===== src/rtl/fetch_decode_ctrl.sv =====
// Multi-cycle RV32I-subset fetch/decode controller: fetches over a req/valid
// handshake, decodes into the datapath control bundle and resolves BEQ/BNE.
module fetch_decode_ctrl #(
  parameter int DATA_WIDTH = 32,
  parameter int NAME_BITS  = 5,
  parameter int CTRL_BITS  = 4,
  parameter int PC_BITS    = 16,
  parameter logic [PC_BITS-1:0] RESET_PC = '0
) (
  input  logic                  clk,
  input  logic                  rst,
  output logic                  imem_req,
  output logic [PC_BITS-1:0]    imem_addr,
  input  logic                  imem_valid,
  input  logic [DATA_WIDTH-1:0] imem_data,
  input  logic                  alu_zero,
  output logic [NAME_BITS-1:0]  rs1,
  output logic [NAME_BITS-1:0]  rs2,
  output logic [NAME_BITS-1:0]  ws,
  output logic [CTRL_BITS-1:0]  op,
  output logic                  imm_e,
  output logic [DATA_WIDTH-1:0] imm_d,
  output logic                  reg_we,
  output logic                  mem_we,
  output logic                  mem_re,
  output logic [PC_BITS-1:0]    pc,
  output logic                  illegal
);

  localparam logic [CTRL_BITS-1:0] OP_AND = CTRL_BITS'(4'b0000);
  localparam logic [CTRL_BITS-1:0] OP_OR  = CTRL_BITS'(4'b0001);
  localparam logic [CTRL_BITS-1:0] OP_ADD = CTRL_BITS'(4'b0010);
  localparam logic [CTRL_BITS-1:0] OP_SUB = CTRL_BITS'(4'b0110);
  localparam logic [CTRL_BITS-1:0] OP_SLT = CTRL_BITS'(4'b0111);

  typedef enum logic [2:0] {IDLE, FETCH, DECODE, EXEC, HALT} state_t;

  state_t                  state_reg;
  logic [DATA_WIDTH-1:0]   inst_reg;
  logic [PC_BITS-1:0]      pc_reg;
  logic                    imem_req_reg;
  logic [NAME_BITS-1:0]    rs1_reg, rs2_reg, ws_reg;
  logic [CTRL_BITS-1:0]    op_reg;
  logic                    imm_e_reg;
  logic [DATA_WIDTH-1:0]   imm_reg;
  logic                    reg_we_reg, mem_we_reg, mem_re_reg;
  logic                    illegal_reg;
  logic                    is_beq_reg, is_bne_reg;

  logic                    dec_legal;
  logic [NAME_BITS-1:0]    dec_rs1, dec_rs2, dec_ws;
  logic [CTRL_BITS-1:0]    dec_op;
  logic                    dec_imm_e;
  logic [DATA_WIDTH-1:0]   dec_imm;
  logic                    dec_reg_we, dec_mem_we, dec_mem_re;
  logic                    dec_beq, dec_bne;
  logic [2:0]              f3;
  logic [6:0]              f7;
  logic [DATA_WIDTH-1:0]   i_imm, s_imm, b_imm;
  logic                    branch_taken;
  logic [PC_BITS-1:0]      pc_next;

  assign f3    = inst_reg[14:12];
  assign f7    = inst_reg[31:25];
  assign i_imm = {{(DATA_WIDTH-12){inst_reg[31]}}, inst_reg[31:20]};
  assign s_imm = {{(DATA_WIDTH-12){inst_reg[31]}}, inst_reg[31:25], inst_reg[11:7]};
  assign b_imm = {{(DATA_WIDTH-13){inst_reg[31]}}, inst_reg[31], inst_reg[7],
                  inst_reg[30:25], inst_reg[11:8], 1'b0};

  always_comb begin
    dec_legal  = 1'b0;
    dec_rs1    = '0;
    dec_rs2    = '0;
    dec_ws     = '0;
    dec_op     = OP_AND;
    dec_imm_e  = 1'b0;
    dec_imm    = '0;
    dec_reg_we = 1'b0;
    dec_mem_we = 1'b0;
    dec_mem_re = 1'b0;
    dec_beq    = 1'b0;
    dec_bne    = 1'b0;
    case (inst_reg[6:0])
      7'b0110011: begin
        dec_rs1    = inst_reg[19:15];
        dec_rs2    = inst_reg[24:20];
        dec_ws     = inst_reg[11:7];
        dec_reg_we = 1'b1;
        if (f7 == 7'b0000000) begin
          dec_legal = 1'b1;
          case (f3)
            3'b000:  dec_op = OP_ADD;
            3'b010:  dec_op = OP_SLT;
            3'b110:  dec_op = OP_OR;
            3'b111:  dec_op = OP_AND;
            default: dec_legal = 1'b0;
          endcase
        end else if (f7 == 7'b0100000 && f3 == 3'b000) begin
          dec_legal = 1'b1;
          dec_op    = OP_SUB;
        end
      end
      7'b0010011: begin
        dec_rs1    = inst_reg[19:15];
        dec_ws     = inst_reg[11:7];
        dec_imm_e  = 1'b1;
        dec_imm    = i_imm;
        dec_reg_we = 1'b1;
        dec_legal  = 1'b1;
        case (f3)
          3'b000:  dec_op = OP_ADD;
          3'b010:  dec_op = OP_SLT;
          3'b110:  dec_op = OP_OR;
          3'b111:  dec_op = OP_AND;
          default: dec_legal = 1'b0;
        endcase
      end
      7'b0000011: begin
        dec_legal  = (f3 == 3'b010);
        dec_rs1    = inst_reg[19:15];
        dec_ws     = inst_reg[11:7];
        dec_op     = OP_ADD;
        dec_imm_e  = 1'b1;
        dec_imm    = i_imm;
        dec_mem_re = 1'b1;
        dec_reg_we = 1'b1;
      end
      7'b0100011: begin
        dec_legal  = (f3 == 3'b010);
        dec_rs1    = inst_reg[19:15];
        dec_rs2    = inst_reg[24:20];
        dec_op     = OP_ADD;
        dec_imm_e  = 1'b1;
        dec_imm    = s_imm;
        dec_mem_we = 1'b1;
      end
      7'b1100011: begin
        dec_legal = (f3 == 3'b000) || (f3 == 3'b001);
        dec_rs1   = inst_reg[19:15];
        dec_rs2   = inst_reg[24:20];
        dec_op    = OP_SUB;
        dec_imm   = b_imm;
        dec_beq   = (f3 == 3'b000);
        dec_bne   = (f3 == 3'b001);
      end
      default: dec_legal = 1'b0;
    endcase
    // x0 is never a real destination
    if (dec_ws == '0) dec_reg_we = 1'b0;
  end

  assign branch_taken = (is_beq_reg & alu_zero) | (is_bne_reg & ~alu_zero);
  assign pc_next = branch_taken ? pc_reg + imm_reg[PC_BITS-1:0]
                                : pc_reg + PC_BITS'(4);

  always_ff @(posedge clk or posedge rst) begin
    if (rst) begin
      state_reg    <= IDLE;
      inst_reg     <= '0;
      pc_reg       <= RESET_PC;
      imem_req_reg <= 1'b0;
      rs1_reg      <= '0;
      rs2_reg      <= '0;
      ws_reg       <= '0;
      op_reg       <= '0;
      imm_e_reg    <= 1'b0;
      imm_reg      <= '0;
      reg_we_reg   <= 1'b0;
      mem_we_reg   <= 1'b0;
      mem_re_reg   <= 1'b0;
      illegal_reg  <= 1'b0;
      is_beq_reg   <= 1'b0;
      is_bne_reg   <= 1'b0;
    end else begin
      case (state_reg)
        IDLE: begin
          state_reg    <= FETCH;
          imem_req_reg <= 1'b1;
        end
        FETCH: begin
          if (imem_valid) begin
            inst_reg     <= imem_data;
            imem_req_reg <= 1'b0;
            state_reg    <= DECODE;
          end
        end
        DECODE: begin
          if (dec_legal) begin
            rs1_reg    <= dec_rs1;
            rs2_reg    <= dec_rs2;
            ws_reg     <= dec_ws;
            op_reg     <= dec_op;
            imm_e_reg  <= dec_imm_e;
            imm_reg    <= dec_imm;
            reg_we_reg <= dec_reg_we;
            mem_we_reg <= dec_mem_we;
            mem_re_reg <= dec_mem_re;
            is_beq_reg <= dec_beq;
            is_bne_reg <= dec_bne;
            state_reg  <= EXEC;
          end else begin
            rs1_reg     <= '0;
            rs2_reg     <= '0;
            ws_reg      <= '0;
            op_reg      <= '0;
            imm_e_reg   <= 1'b0;
            imm_reg     <= '0;
            reg_we_reg  <= 1'b0;
            mem_we_reg  <= 1'b0;
            mem_re_reg  <= 1'b0;
            is_beq_reg  <= 1'b0;
            is_bne_reg  <= 1'b0;
            illegal_reg <= 1'b1;
            state_reg   <= HALT;
          end
        end
        EXEC: begin
          // write strobes last exactly one cycle; the rest of the bundle stays put
          reg_we_reg   <= 1'b0;
          mem_we_reg   <= 1'b0;
          pc_reg       <= pc_next;
          imem_req_reg <= 1'b1;
          state_reg    <= FETCH;
        end
        default: begin
          state_reg <= HALT;
        end
      endcase
    end
  end

  assign imem_req  = imem_req_reg;
  assign imem_addr = pc_reg;
  assign pc        = pc_reg;
  assign rs1       = rs1_reg;
  assign rs2       = rs2_reg;
  assign ws        = ws_reg;
  assign op        = op_reg;
  assign imm_e     = imm_e_reg;
  assign imm_d     = imm_reg;
  assign reg_we    = reg_we_reg;
  assign mem_we    = mem_we_reg;
  assign mem_re    = mem_re_reg;
  assign illegal   = illegal_reg;

endmodule


===== config.mk =====
export PLATFORM = sky130hd
export DESIGN_NAME = fetch_decode_ctrl
export DESIGN_NICKNAME = d
export VERILOG_FILES = /design/src/rtl/fetch_decode_ctrl.sv
export SDC_FILE = /design/constraint.sdc
export NUM_CORES = 1
export LEC_CHECK = 0
export CAP_MARGIN = 20
export CORE_MARGIN = 1.5
export CORE_UTILIZATION = 49
export DETAILED_ROUTE_END_ITERATION = 8
export GPL_TIMING_DRIVEN = 0
export HOLD_SLACK_MARGIN = 0.12
export PLACE_DENSITY = 0.8
export RECOVER_POWER = 50
export SYNTH_ARGS = -nofsm -noshare
export SYNTH_HDL_FRONTEND = slang
export SYNTH_SLANG_ARGS = --single-unit

===== constraint.sdc =====
create_clock -name clk -period 3.7 [get_ports clk]
set_input_delay 0.74 -clock clk [delete_from_list [all_inputs] [get_ports clk]]
set_output_delay 0.74 -clock clk [all_outputs]
set_load 0.05 [all_outputs]

== After elaboration in Yosys (flattened, before gate mapping) ==
Index checks and enable logic that the tools add are counted.
Word-level totals
  flip-flop bits (word level): 110
  latch bits: 0
  memory bits (writable): 0
  memory bits (read-only): 0
  input port bits: 36
  output and inout bits: 89
  logic and storage cells: 94
  memories kept: 0
Operators by class
  $add $sub $neg: 2
  multipliers: 0
  div/mod/pow operators: 0
  order comparisons: 0
  equality and inequality tests: 14
  shift-type cells: 0
  muxes and demuxes: 38
  bitwise operators: 5
  reduce and logical (&&, ||, !) cells: 19
Operators with widths (count)
  one-hot mux 32 bit (3 select lines): 1
  2-to-1 mux 32 bit: 1
  2-to-1 mux 5 bit: 6
  equality test 7 x 6 -> 1 bit, second input constant: 3
  one-hot mux 3 bit (3 select lines): 2
  2-to-1 mux 1 bit: 17
  adder 16 bit: 1
  adder 16 x 3 -> 16 bit, second input constant: 1
  2-to-1 mux 16 bit: 1
  one-hot mux 4 bit (4 select lines): 1
  equality test 3 x 2 -> 1 bit, second input constant: 3
  2-to-1 mux 3 bit: 3
  OR reduction 3 bit: 3
  2-to-1 mux 4 bit: 2
  equality test 7 x 2 -> 1 bit, second input constant: 1
  equality test 7 x 5 -> 1 bit, second input constant: 1
  equality test 7 bit, second input constant: 1
  zero test 7 bit: 1
  equality test 3 x 1 -> 1 bit, second input constant: 2
  equality test 3 bit, second input constant: 2
  zero test 3 bit: 2
  one-hot mux 1 bit (2 select lines): 3
  AND reduction 2 bit: 3
  OR reduction 2 bit: 3
  11 further kinds: 14

== Depth between registers and ports, before layout ==
Gate-level depths: netlist (run 1).
  word-level depth: 7
  mapped depth: 9
  mapped depth without buffers: 8

== Worst setup path after synthesis (run 1) ==
No wires, ideal clock.
  path type: register to register
  from: reg pc_reg[0] (netlist: imem_addr[0])
  to: reg pc_reg[8] (netlist: imem_addr[8])
  library setup time: 0.126 ns
  arrival time: 2.442 ns
  required time: 3.574 ns
  path slack: 1.131 ns
  cell stages (with the launch flop): 9
  buffers on the path: 0
  period minus slack after synthesis: 2.569 ns
  cells stage by stage: dfrtp_1 > ha_1 > fa_1 > a211o_1 > a21oi_1 > o21ai_0 > a21oi_1 > mux2i_1 > a311o_1
On the way
  longest elaborated chain between the ends: 2
  elaborated cells on any way between the ends: 3
  those cells by class: 2 x add/sub; 1 x mux
Ends and longest elaborated chain
  from (decl): RTL line 40  | logic [PC_BITS-1:0] pc_reg;
  from (signal assigned): RTL line 221  | pc_reg <= pc_next;
  adder 16 x 3 -> 16 bit / adder 16 bit (equally long branches): RTL line 154, 153
  2-to-1 mux 16 bit *: RTL line 153  | assign pc_next = branch_taken ? pc_reg + imm_reg[PC_BITS-1:0]
Every way passes the cells marked *; elsewhere a longest branch is shown, timed or not.
A chain may end at the register's enable or synchronous reset.

==> impl_metrics.yaml, run 1 <==
outcome:
  status: "finished, violations left"
  violations: "capacitance limit, slew limit"
global_route:
  grt_pass1_wl_um: 21800
  antenna_found_initial: 0
  grt_pass1_vias: 4440
  track_usage_pct: 25.1
  grt-ovfl-total: 0
  grt_max_degree: 59
final_layout:
  layout-drive-gt1-share_pct: 17.1
  final-seq-area_um2: 2250
  multi_input_area_um2: 2350
  fillers: 781
  antenna_cells: 0
  finalNonFillerCells: 772
  largest_register_ffs: 32
  areaGrowthSynthToFinish_pct: 31.1
  stdcell_area_um2: 6610
  nets: 687
place:
  dpl_worst_slack_ns: 0.569
  place_area_um2: 6470
  dp_cells: 756
  port_buffers: 123
  dp_hpwl_um: 10200
  gp_congestion: 0.941
worst_setup_path:
  cp-start-kind: "register"
  critPathArrivalTime_ns: 2.30
  crit_fanout: 27
  crit_type: "register to output port"
  worstSetupEndpointType: "output port"
  worstReg2RegStart: "imem_addr[0]"
  critPathLaunch: "imm_d[30]"
  required_ns: 2.96
pwr:
  vdd_drop_max_mv: 0.296
  leakage_nw: 2.93
  power.internal_w: 0.00190
  switching_share_pct: 38.0
  power-per-cell-area_nw_per_um2: 463
  p_clk_share_pct: 20.3
  p_comb_share_pct: 32.7
  p_sw_w: 0.00116
  p_seq_share_pct: 46.9
job:
  drv_cap: 1
floorplan:
  dieArea_um2: 10900
  coreArea_um2: 9860
  die_height_um: 104
  rows: 36
  initial_utilization_pct: 51.1
  boundaryPins: 125
  dieWidth_um: 104
cts:
  clock_latency_ns: 0.36
  cts_max_level: 3
  hold_buffers: 0
  cts_resized: 0
  cts_buffer_depth: 2
  clk_pin_slew_ns: 0.10
  cts-root-buf: "clkbuf_8"
  cts_sinks: 90
  postCtsSetupBuffers: 0
  cts-buffers-inserted: 9
  cts_tree: "done"
yosys:
  synthAdderAreaFrac_pct: 4.37
  synth_compound_area_share_pct: 19.7
  synth_edf_count: 0
  synth_area_leaders: "dfrtp_1 (45%), mux2_2 (7.1%), buf_4 (5.4%)"
  synth_fp_nets: 552
  yosys.area_share.simple_pct: 13.3
  async_flop_share_pct: 100
  syn_inst: 499
  synth_seq_cells: 90
  synth-seq-area-share_pct: 44.7
  yosysTopAreaCell: "dfrtp_1"
  ys.flop_type: "dfrtp_1"
  synth_top_area_share_pct: 44.7
  synth_top_family_by_area: "compound AO/OA/AOI/OAI gates"
  yosys_warnings: 0
  synth_mux_area_share_pct: 8.14
  syn_area_um2: 5040
  synth_cell_types: 65
  synth_area_per_cell_um2: 10.1
  synth_xor_area_share_pct: 1.22
timing:
  slew_violations: 33
  slew_headroom_pct: -3.86
  finClkSkew_ns: 0.0167
  setup_viol: 0
  worst_pin_slew_ns: 1.55
  finalHoldViolCount: 0
  period_needed_ns: 3.04
  setup_ws_ns: 0.656
  max_clock_freq_ghz: 0.329
  rsz0062_at_grt: "no"
  period_share_pct: 82.3
  whs_ns: 0.465
hold_path:
  hold_class: "register to register"
  hp-start: "illegal"
routing:
  ant_nets: 0
  vias_per_cell: 5.70
  drc: 0
  wl_per_cell_um: 17.5
  drt-total-wl_um: 13500
  vias: 4398
  first_pass_iters: 5
  drtIter0Drc: 236
-- per-layer routing --
layer	global-route usage (%)	vias up	part of all wire [%]
li1	-	2061	-
met1	30.2	2134	41
met2	44.9	176	50
met3	5.51	27	6.9
met4	6.94	0	1.9
met5	0	-	0
-- power groups by stage --
stage	sequential [W]	clock (W)	combinational [W]
detailed placement	0.00145	0	0.00101
finish	0.00144	0.000622	0.00100
global route	0.00147	0.000672	0.00108
floorplan	0.00149	0	0.000628
CTS	0.00143	0.000632	0.00101
global placement	0.00143	0	0.000974
-- cell type report --
class	instances	share of cell area, %
clock inverter	6	0.738
timing repair buffer	124	19.0
buffer	57	5.49
sequential	90	34.1
clock buffer	10	1.93
inverter	11	0.643
tap	133	2.52
multi-input combinational	341	35.6
-- cells in the final DEF (no fill, tap or decap), types with 6 or more instances in the layout --
cell type,instances
buf_4,36
ha_1,16
nor2_1,29
a21o_1,6
a21oi_1,32
nand3_1,14
a22o_1,8
clkdlybuf4s50_1,99
a32o_1,15
clkbuf_1,16
mux2_2,32
nand2_1,48
nor3_1,11
inv_1,10
clkbuf_8,9
and3_1,6
dfrtp_1,90
o21ai_2,9
o21ai_0,26
dlygate4sd3_1,24
-- critical path, cell delays in order, from the launching register on --
cell and delay (ns):
dfrtp_1 0.92, buf_4 0.22, clkdlybuf4s50_1 0.80
-- path summary, 6_finish.rpt --
check | end | slack (ns) | cells after the start
max | imm_d[19] | 0.66 | 2
min reg2reg | illegal | 0.46 | 1
min | illegal | 0.46 | 1
min in group asynchronous | inst_reg[0] | 1.20 | 2
max in group asynchronous | imm_d[3] | 1.63 | 3
max reg2reg | imem_addr[14] | 0.93 | 8
-- cells in the mapped netlist, types with 14 or more instances --
cell type / instances
ha_1: 16
a21oi_1: 32
a32o_1: 15
nand2_1: 48
mux2_2: 32
buf_4: 36
dfrtp_1: 90
o21ai_0: 26
nand3_1: 14
nor2_1: 29
-- cells by family (layout without fill, tap and decap cells) --
kind of cell / Yosys count / after routing
AO/OA/AOI/OAI: 141 / 141
AND/OR/NAND/NOR: 138 / 138
flip-flops: 90 / 90
buffers and inverters: 68 / 208
multiplexers: 37 / 37
adder cells (fa/ha/maj): 17 / 17
XOR/XNOR: 7 / 7
other: 1 / 1
-- per-stage QoR --
step	utilization, %	power (W)	TNS, ns
floorplan	-	0.00211	0
global placement	65.3	0.00241	-66.16
detailed placement	65.6	0.00246	0
CTS	67.4	0.00307	0
global route	67.0	0.00322	0
finish	67.0	0.00306	0
No activity file was read; power rests on OpenSTA's default activity.
==> inputs of run 2 (changes only) <==
==> constraint.sdc (replaced) <==
create_clock -name clk -period 2.9 [get_ports clk]
set_input_delay 0.58 -clock clk [delete_from_list [all_inputs] [get_ports clk]]
set_output_delay 0.58 -clock clk [all_outputs]
set_load 0.05 [all_outputs]
==> run 2 against run 1 <==
The flow now finishes without violations. Count of clock-buffer cells in the layout decreased by 1. First-iteration DRC count decreased by 20%. Register-to-register slack got worse by 0.75 ns. Via count about the same. Clock skew decreased by 0.0043 ns. Setup slack got worse by 0.48 ns. Non-clock buffer count increased by 1. Hold slack improved by 0.016 ns. Die area unchanged. Utilization increased by 0.34 points. Power increased by 30%. Critical endpoint is now imem_addr[14]. Largest cell class unchanged.
==> impl_metrics.yaml, run 2 (synthesis gave the netlist of run 1 again) <==
cts:
  cts_buffer_depth: 2
  cts-buffers-inserted: 9
  cts_tree: "done"
  cts_resized: 1
  postCtsSetupBuffers: 0
  clock_latency_ns: 0.38
  clk_pin_slew_ns: 0.10
  cts_max_level: 3
  hold_buffers: 0
  cts-root-buf: "clkbuf_8"
  cts_sinks: 90
floorplan:
  dieWidth_um: 104
  boundaryPins: 125
  rows: 36
  die_height_um: 104
  dieArea_um2: 10900
  initial_utilization_pct: 51.1
  coreArea_um2: 9860
place:
  port_buffers: 123
  gp_congestion: 0.901
  place_area_um2: 6480
  dp_cells: 757
  dp_hpwl_um: 10400
final_layout:
  final-seq-area_um2: 2250
  largest_register_ffs: 32
  finalNonFillerCells: 773
  fillers: 772
  antenna_cells: 0
  layout_common_cells: "dfrtp_1 (89), clkdlybuf4s50_1 (89), nand2_1 (48)"
  stdcell_area_um2: 6650
  post-route-util_pct: 67.4
  multi_input_area_um2: 2360
  layout-drive-gt1-share_pct: 18.3
  nets: 688
  areaGrowthSynthToFinish_pct: 31.8
timing:
  slew_violations: 0
  finalHoldViolCount: 0
  finClkSkew_ns: 0.0125
  final.setup.tns_ns: 0
  max_clock_freq_ghz: 0.368
  period_share_pct: 93.8
  slew_headroom_pct: 28.1
  period_needed_ns: 2.72
  setup_viol: 0
  rsz0062_at_grt: "no"
  worst_pin_slew_ns: 1.07
worst_setup_path:
  worstSetupEndpointType: "register"
  worstReg2RegStart: "imem_addr[0]"
  crit_type: "register to register"
  reg2regPathDepth: 8
  critPathArrivalTime_ns: 2.98
  cp-start-kind: "register"
  r2r_end: "imem_addr[14]"
  required_ns: 3.16
  crit_fanout: 4
  ff2ff_setup_slack_ns: 0.18
hold_path:
  hp-start: "illegal"
  hold_class: "register to register"
  hold_path_depth: 1
  min_to: "illegal"
routing:
  wl_met1_um: 5660
  vias: 4394
  drt-total-wl_um: 13800
  vias_per_cell: 5.68
  first_pass_iters: 4
  drc: 0
  wl_per_cell_um: 17.8
  ant_nets: 0
  met3_length_um: 854
  drtIter0Drc: 189
  routed.top_layer: "met4"
  wl_met2_um: 6970
global_route:
  grt-ovfl-total: 0
  antenna_found_initial: 0
  grt_pass1_wl_um: 22100
  grt_pass1_vias: 4296
  grt_max_degree: 38
  track_usage_pct: 25.8
pwr:
  report.power.total_w: 0.00399
  power-per-cell-area_nw_per_um2: 600
  leakage_nw: 3.01
  vdd_drop_max_mv: 0.498
outcome:
  status: "finished, final reports clean"
job:
  drv_cap: 0
==> run 2: changes by cell type in the layout (fill, tap and decap cells not counted), sizes merged <==
cell	change
buf	+3
clkbuf	-3
clkdlybuf4s50	-10
clkinv	+1
clkinvlp	-3
dlygate4sd3	+10
inv	+3
==> run 2: worst max path at each step <==
| stage | start | to | depth (start not counted) |
|---|---|---|---|
| after global routing | imem_addr[0] | imem_addr[14] | 8 |
| final | imem_addr[0] | imem_addr[14] | 8 |
| after global placement | imem_valid | inst_reg[25] | 5 |
| after CTS | imem_addr[0] | imem_addr[14] | 8 |
| after detailed placement | imem_valid | inst_reg[25] | 5 |
| after floorplan | imem_addr[0] | imem_addr[8] | 8 |
==> run 2: area by class of cell <==
class,instances,area share (%)
clock buffers,9,1.86
plain buffers,57,5.86
repair buffers,125,18.7
multi-input cells,341,35.5
well taps,133,2.50
inverters,11,0.640
clock inverters,7,1.04
flip-flops and latches,90,33.9
==> run 2: report_power, final <==
group | switching (W) | internal, W | total (W)
Combinational | 0.000729 | 0.000558 | 0.00129
Clock | 0.000523 | 0.000339 | 0.000862
Sequential | 0.000300 | 0.00154 | 0.00184
Total | 0.00155 | 0.00243 | 0.00399
==> run 2: critical path, stage by stage, from the launching register on <==
cell and delay (ns):
dfrtp_1 0.43, ha_1 0.25, fa_1 0.43, a211o_1 0.29, a21oi_1 0.36, o21bai_1 0.17, a31oi_1 0.37, mux2i_1 0.24
a21oi_1 0.08
==> run 2: metrics by stage <==
stage	hold WS [ns]	worst slack, ns
global route	0.515	0.0864
CTS	0.487	0.206
global placement	0.451	0.00510
finish	0.481	0.180
detailed placement	0.461	-0.0406
floorplan	0.462	0.331
==> run 2: metal layers <==
metal / GRT usage (%) / vias to the layer above
li1: - / 2063
met1: 31.0 / 2157
met2: 45.9 / 152
met3: 4.64 / 22
met4: 9.92 / 0
met5: 0 / -
==> inputs of run 3 (changes only) <==
--- a/config.mk
+++ b/config.mk
@@ -6,6 +6,7 @@
 export NUM_CORES = 1
 export LEC_CHECK = 0
 export CAP_MARGIN = 20
+export CORE_ASPECT_RATIO = 1.2
 export CORE_MARGIN = 1.5
 export CORE_UTILIZATION = 49
 export DETAILED_ROUTE_END_ITERATION = 8
==> run 3 against run 2 <==
Cell count down 0.78%. Wire length increased by 0.92%. Utilization rose by 0.11 points. Clock power increased by 36%. Sequential share of layout area down 0.55 points. Register-to-register slack got worse by 0.04 ns. Clock skew is 0.0061 ns lower. Sequential power about the same. Global-route usage increased by 0.93 points. Combinational power hardly changed. First-iteration DRC count grew 15%. Critical path type unchanged. Critical endpoint unchanged. Largest cell class unchanged.
==> impl_metrics.yaml, run 3 (synthesis gave the netlist of run 1 again) <==
outcome:
  status: "finished, final reports clean"
timing:
  period_needed_ns: 2.76
  max_clock_freq_ghz: 0.362
  slew_violations: 0
  worst_pin_slew_ns: 1.01
  finClkSkew_ns: 0.00633
  finalHoldViolCount: 0
  slew_headroom_pct: 32.8
  rsz0062_at_grt: "no"
  period_share_pct: 95.1
  setup_viol: 0
cts:
  hold_buffers: 0
  cts-buffers-inserted: 9
  cts_tree: "done"
  cts_max_level: 3
  cts-root-buf: "clkbuf_16"
  cts_sinks: 90
  postCtsSetupBuffers: 0
  clock_latency_ns: 0.34
  clk_pin_slew_ns: 0.06
  cts_buffer_depth: 2
  cts_resized: 1
place:
  dp_cells: 750
  port_buffers: 123
  gp_congestion: 0.980
  place_area_um2: 6470
  dp_hpwl_um: 10500
worst_setup_path:
  critPathLaunch: "imem_addr[0]"
  required_ns: 3.11
  cp-start-kind: "register"
  crit_fanout: 4
  worstReg2RegStart: "imem_addr[0]"
  crit_type: "register to register"
  critPathArrivalTime_ns: 2.97
  worstSetupEndpointType: "register"
routing:
  ant_nets: 0
  met3_length_um: 756
  wl_met2_um: 7370
  wl_met1_um: 5290
  drt-total-wl_um: 13900
  routed.top_layer: "met4"
  first_pass_iters: 5
  wl_per_cell_um: 18.1
  vias: 4417
  drtIter0Drc: 217
  vias_per_cell: 5.76
  drc: 0
floorplan:
  dieArea_um2: 10900
  die_height_um: 114
  rows: 40
  dieWidth_um: 95.6
  boundaryPins: 125
  coreArea_um2: 10000
  initial_utilization_pct: 50.4
final_layout:
  layout_commonest_cell: "clkdlybuf4s50_1"
  layout_common_cells: "clkdlybuf4s50_1 (98), dfrtp_1 (89), nand2_1 (48)"
  antenna_cells: 0
  stdcell_area_um2: 6750
  nets: 689
  largest_register_ffs: 32
  areaGrowthSynthToFinish_pct: 33.9
  layout-drive-gt1-share_pct: 17.9
  finalNonFillerCells: 767
pwr:
  leakage_nw: 3.03
  report.power.total_w: 0.00428
  vdd_drop_max_mv: 0.464
  power-per-cell-area_nw_per_um2: 634
hold_path:
  hp-start: "illegal"
  hold_class: "register to register"
global_route:
  grt_pass1_vias: 4481
  antenna_found_initial: 0
  grt_max_degree: 42
  track_usage_pct: 26.8
  grt_pass1_wl_um: 22200
  grt-ovfl-total: 0
job:
  drv_cap: 0
[run 3: cell count changes in the layout (fill, tap and decap cells not counted), moves of 2 or more]
cell             change
clkbuf_8             -9
dlygate4sd3_1        -9
clkinv_2             +2
clkdlybuf4s50_1      +9
inv_8                -3
clkbuf_1             +2
clkbuf_16            +9
[run 3: cell type report]
cell class,instances,area [um2]
repair buffers,126,1260
clock inverters,6,66.3
clock buffers,10,229
flip-flops and latches,90,2250
well taps,126,158
fillers,808,3260
multi-input cells,341,2350
inverters,11,42.5
plain buffers,57,388
[run 3: final timing paths]
path | depth (start not counted) | endpoint | slack (ns)
hold reg to reg | 1 | illegal | 0.47
setup / recovery | 8 | imem_addr[14] | 0.14
setup reg to reg | 8 | imem_addr[14] | 0.14
max in group asynchronous | 4 | imm_d[30] | 0.71
min in group asynchronous | 2 | imem_addr[5] | 0.72
hold / removal | 1 | illegal | 0.47
[run 3: layer usage]
layer	track usage, %	vias up
met5	0	-
met4	11.7	0
met3	4.85	31
met2	47.7	165
met1	30.7	2145
li1	-	2076
[run 3: power breakdown]
group | total, W | internal (W) | switching [W]
Clock | 0.00117 | 0.000671 | 0.000494
Sequential | 0.00184 | 0.00154 | 0.000301
Combinational | 0.00128 | 0.000561 | 0.000718
[run 3: critical path, stage by stage, from the launching register on]
cell	delay, ns
dfrtp_1	0.41
ha_1	0.25
fa_1	0.44
a211o_1	0.30
a21oi_1	0.33
o21bai_1	0.16
a31oi_1	0.41
mux2i_1	0.24
a21oi_1	0.09
[run 3: per-stage QoR]
| stage | utilization [%] | hold WS, ns | setup WS [ns] | setup TNS, ns |
|---|---|---|---|---|
| 2_1_floorplan | - | 0.462 | 0.331 | 0 |
| 3_3_place_gp | 64.3 | 0.451 | 0.0233 | 0 |
| 3_5_place_dp | 64.7 | 0.461 | -0.0415 | -0.113 |
| 4_1_cts | 67.7 | 0.477 | 0.199 | 0 |
| 5_1_grt | 67.5 | 0.505 | 0.0186 | 0 |
| 6_report | 67.5 | 0.467 | 0.141 | 0 |
==> RTL edit (settings of run 2) <==
Add an input register stage for `imem_valid`, `imem_data` and `alu_zero`, with the module's reset; this delays them by one clock.
--- a/src/rtl/fetch_decode_ctrl.sv
+++ b/src/rtl/fetch_decode_ctrl.sv
@@ -37,2 +37,18 @@
 
+  logic imem_valid_q;
+  logic [DATA_WIDTH-1:0] imem_data_q;
+  logic alu_zero_q;
+
+  always_ff @(posedge clk or posedge rst) begin
+    if (rst) begin
+      imem_valid_q <= '0;
+      imem_data_q  <= '0;
+      alu_zero_q   <= '0;
+    end else begin
+      imem_valid_q <= imem_valid;
+      imem_data_q  <= imem_data;
+      alu_zero_q   <= alu_zero;
+    end
+  end
+
   state_t                  state_reg;
@@ -151,3 +167,3 @@
 
-  assign branch_taken = (is_beq_reg & alu_zero) | (is_bne_reg & ~alu_zero);
+  assign branch_taken = (is_beq_reg & alu_zero_q) | (is_bne_reg & ~alu_zero_q);
   assign pc_next = branch_taken ? pc_reg + imm_reg[PC_BITS-1:0]
@@ -180,4 +196,4 @@
         FETCH: begin
-          if (imem_valid) begin
-            inst_reg     <= imem_data;
+          if (imem_valid_q) begin
+            inst_reg     <= imem_data_q;
             imem_req_reg <= 1'b0;
Formal check against the unedited RTL: not equivalent (a bounded check fails within 4 cycles, from zero or initial values and one cycle with rst high).
==> RTL edit against run 2 <==
Global-route usage down 1.1 points; power increased by 39%; cell area increased by 21%; utilization decreased by 0.11 points; count of clock-buffer cells in the layout increased by 10; sequential cell count rose by 34; sequential share of layout area up 4.8 points; wire length up 11%; via count rose by 10%; area after synthesis up 18%; fmax is 2.2% higher; non-clock buffer count is 2 higher; setup slack improved by 0.058 ns; critical path type is now flop to primary output; highest routed layer unchanged.
==> RTL edit: results (changes against run 2) <==
Critical Path Fanout Max=28 (+24); worst ir drop on vdd=0.000553 V (+11%); filler cell count=908 (+18%); FF-to-FF setup slack=0.32 ns (+0.14 ns); clk cell area share=7.72% (+4.8 points); Placer Congestion=0.893 (-0.88%); outcome=complete, no violations; Leak=3.42 nW (+14%); clock buffers=19 (+10); multiplexer share of the synthesized area=6.76% (-1.4 points); Seq/total area=38.7% (+4.8 points); post-synthesis sequential area ratio=52.2% (+7.6 points); clock root cell=clkbuf_16; layout cells sized above 1=17.8% (-0.52 points); slew of the pin with the lowest slew margin=1.06 ns (-0.0112 ns); post-DR wirelength/cell=18.1 um (+1.6%); DP Worst Slack=0.167 ns (+0.208 ns); Distinct cells, synth=67 (+3.1%); # Taps=147 (+11%); multi-input combinational gate total=348 (+2.1%); design area=0.00801 sq mm (+21%); Crit. Startpoint=imm_d[30]; CP Capture Point=imm_d[15]; htree depth=4 (+1); non-filler instance count after layout=845 (+9.3%); Mapped Cells=539 (+8.0%); CP max stage delay=0.80 ns (+0.37 ns); number of global-route vias before repair=4732 (+10%); worst hold slack=0.475 ns (-0.00655 ns); Total Routing Usage GR=24.7% (-1.1 points); number of CTS-inserted buffers=17 (+8); fraction of the mapped netlist area in compound gates=16.3% (-3.4 points); Layout Nets=738 (+7.3%); buffering overhead=20.4% (-4.2 points); seq_cells=124 (+38%); first-pass GRT wire length=24300 um (+9.9%); worst path arrival time=2.08 ns (-0.90 ns); DP Wirelength=11200 um (+7.2%); # placed instances=812 (+7.3%); area of the multi-input gates=0.00243 sq mm (+3.2%); Post-Synth XOR/XNOR Area=1.18% (-0.036 points); synth cell count leaders=dfrtp_1, nand2_1, buf_4; Slowest cell on crit path=clkdlybuf4s50_1
## RTL edit: cell types whose count changed in the layout (fill, tap and decap cells not counted), moves of 4 or more
| cell | delta |
|---|---|
| clkbuf_1 | +6 |
| o21ai_0 | -4 |
| buf_2 | -7 |
| o211ai_1 | +4 |
| nor2_1 | -6 |
| mux2_1 | +4 |
| nand2_1 | +6 |
| dfrtp_1 | +34 |
| clkbuf_8 | -7 |
| clkbuf_16 | +17 |
## RTL edit: report_power, final
part	switching, W	total [W]	internal, W	leakage, nW
Sequential	0.000292	0.00232	0.00203	1.57
Clock	0.000796	0.00220	0.00140	0.297
Combinational	0.000566	0.00102	0.000457	1.55
## RTL edit: metal layers
metal	global-route usage [%]	vias to the layer above	wire (um)
li1	-	2223	-
met1	31.7	2386	6330
met2	41.2	204	7750
met3	5.78	28	891
met4	9.00	0	313
met5	0	-	0
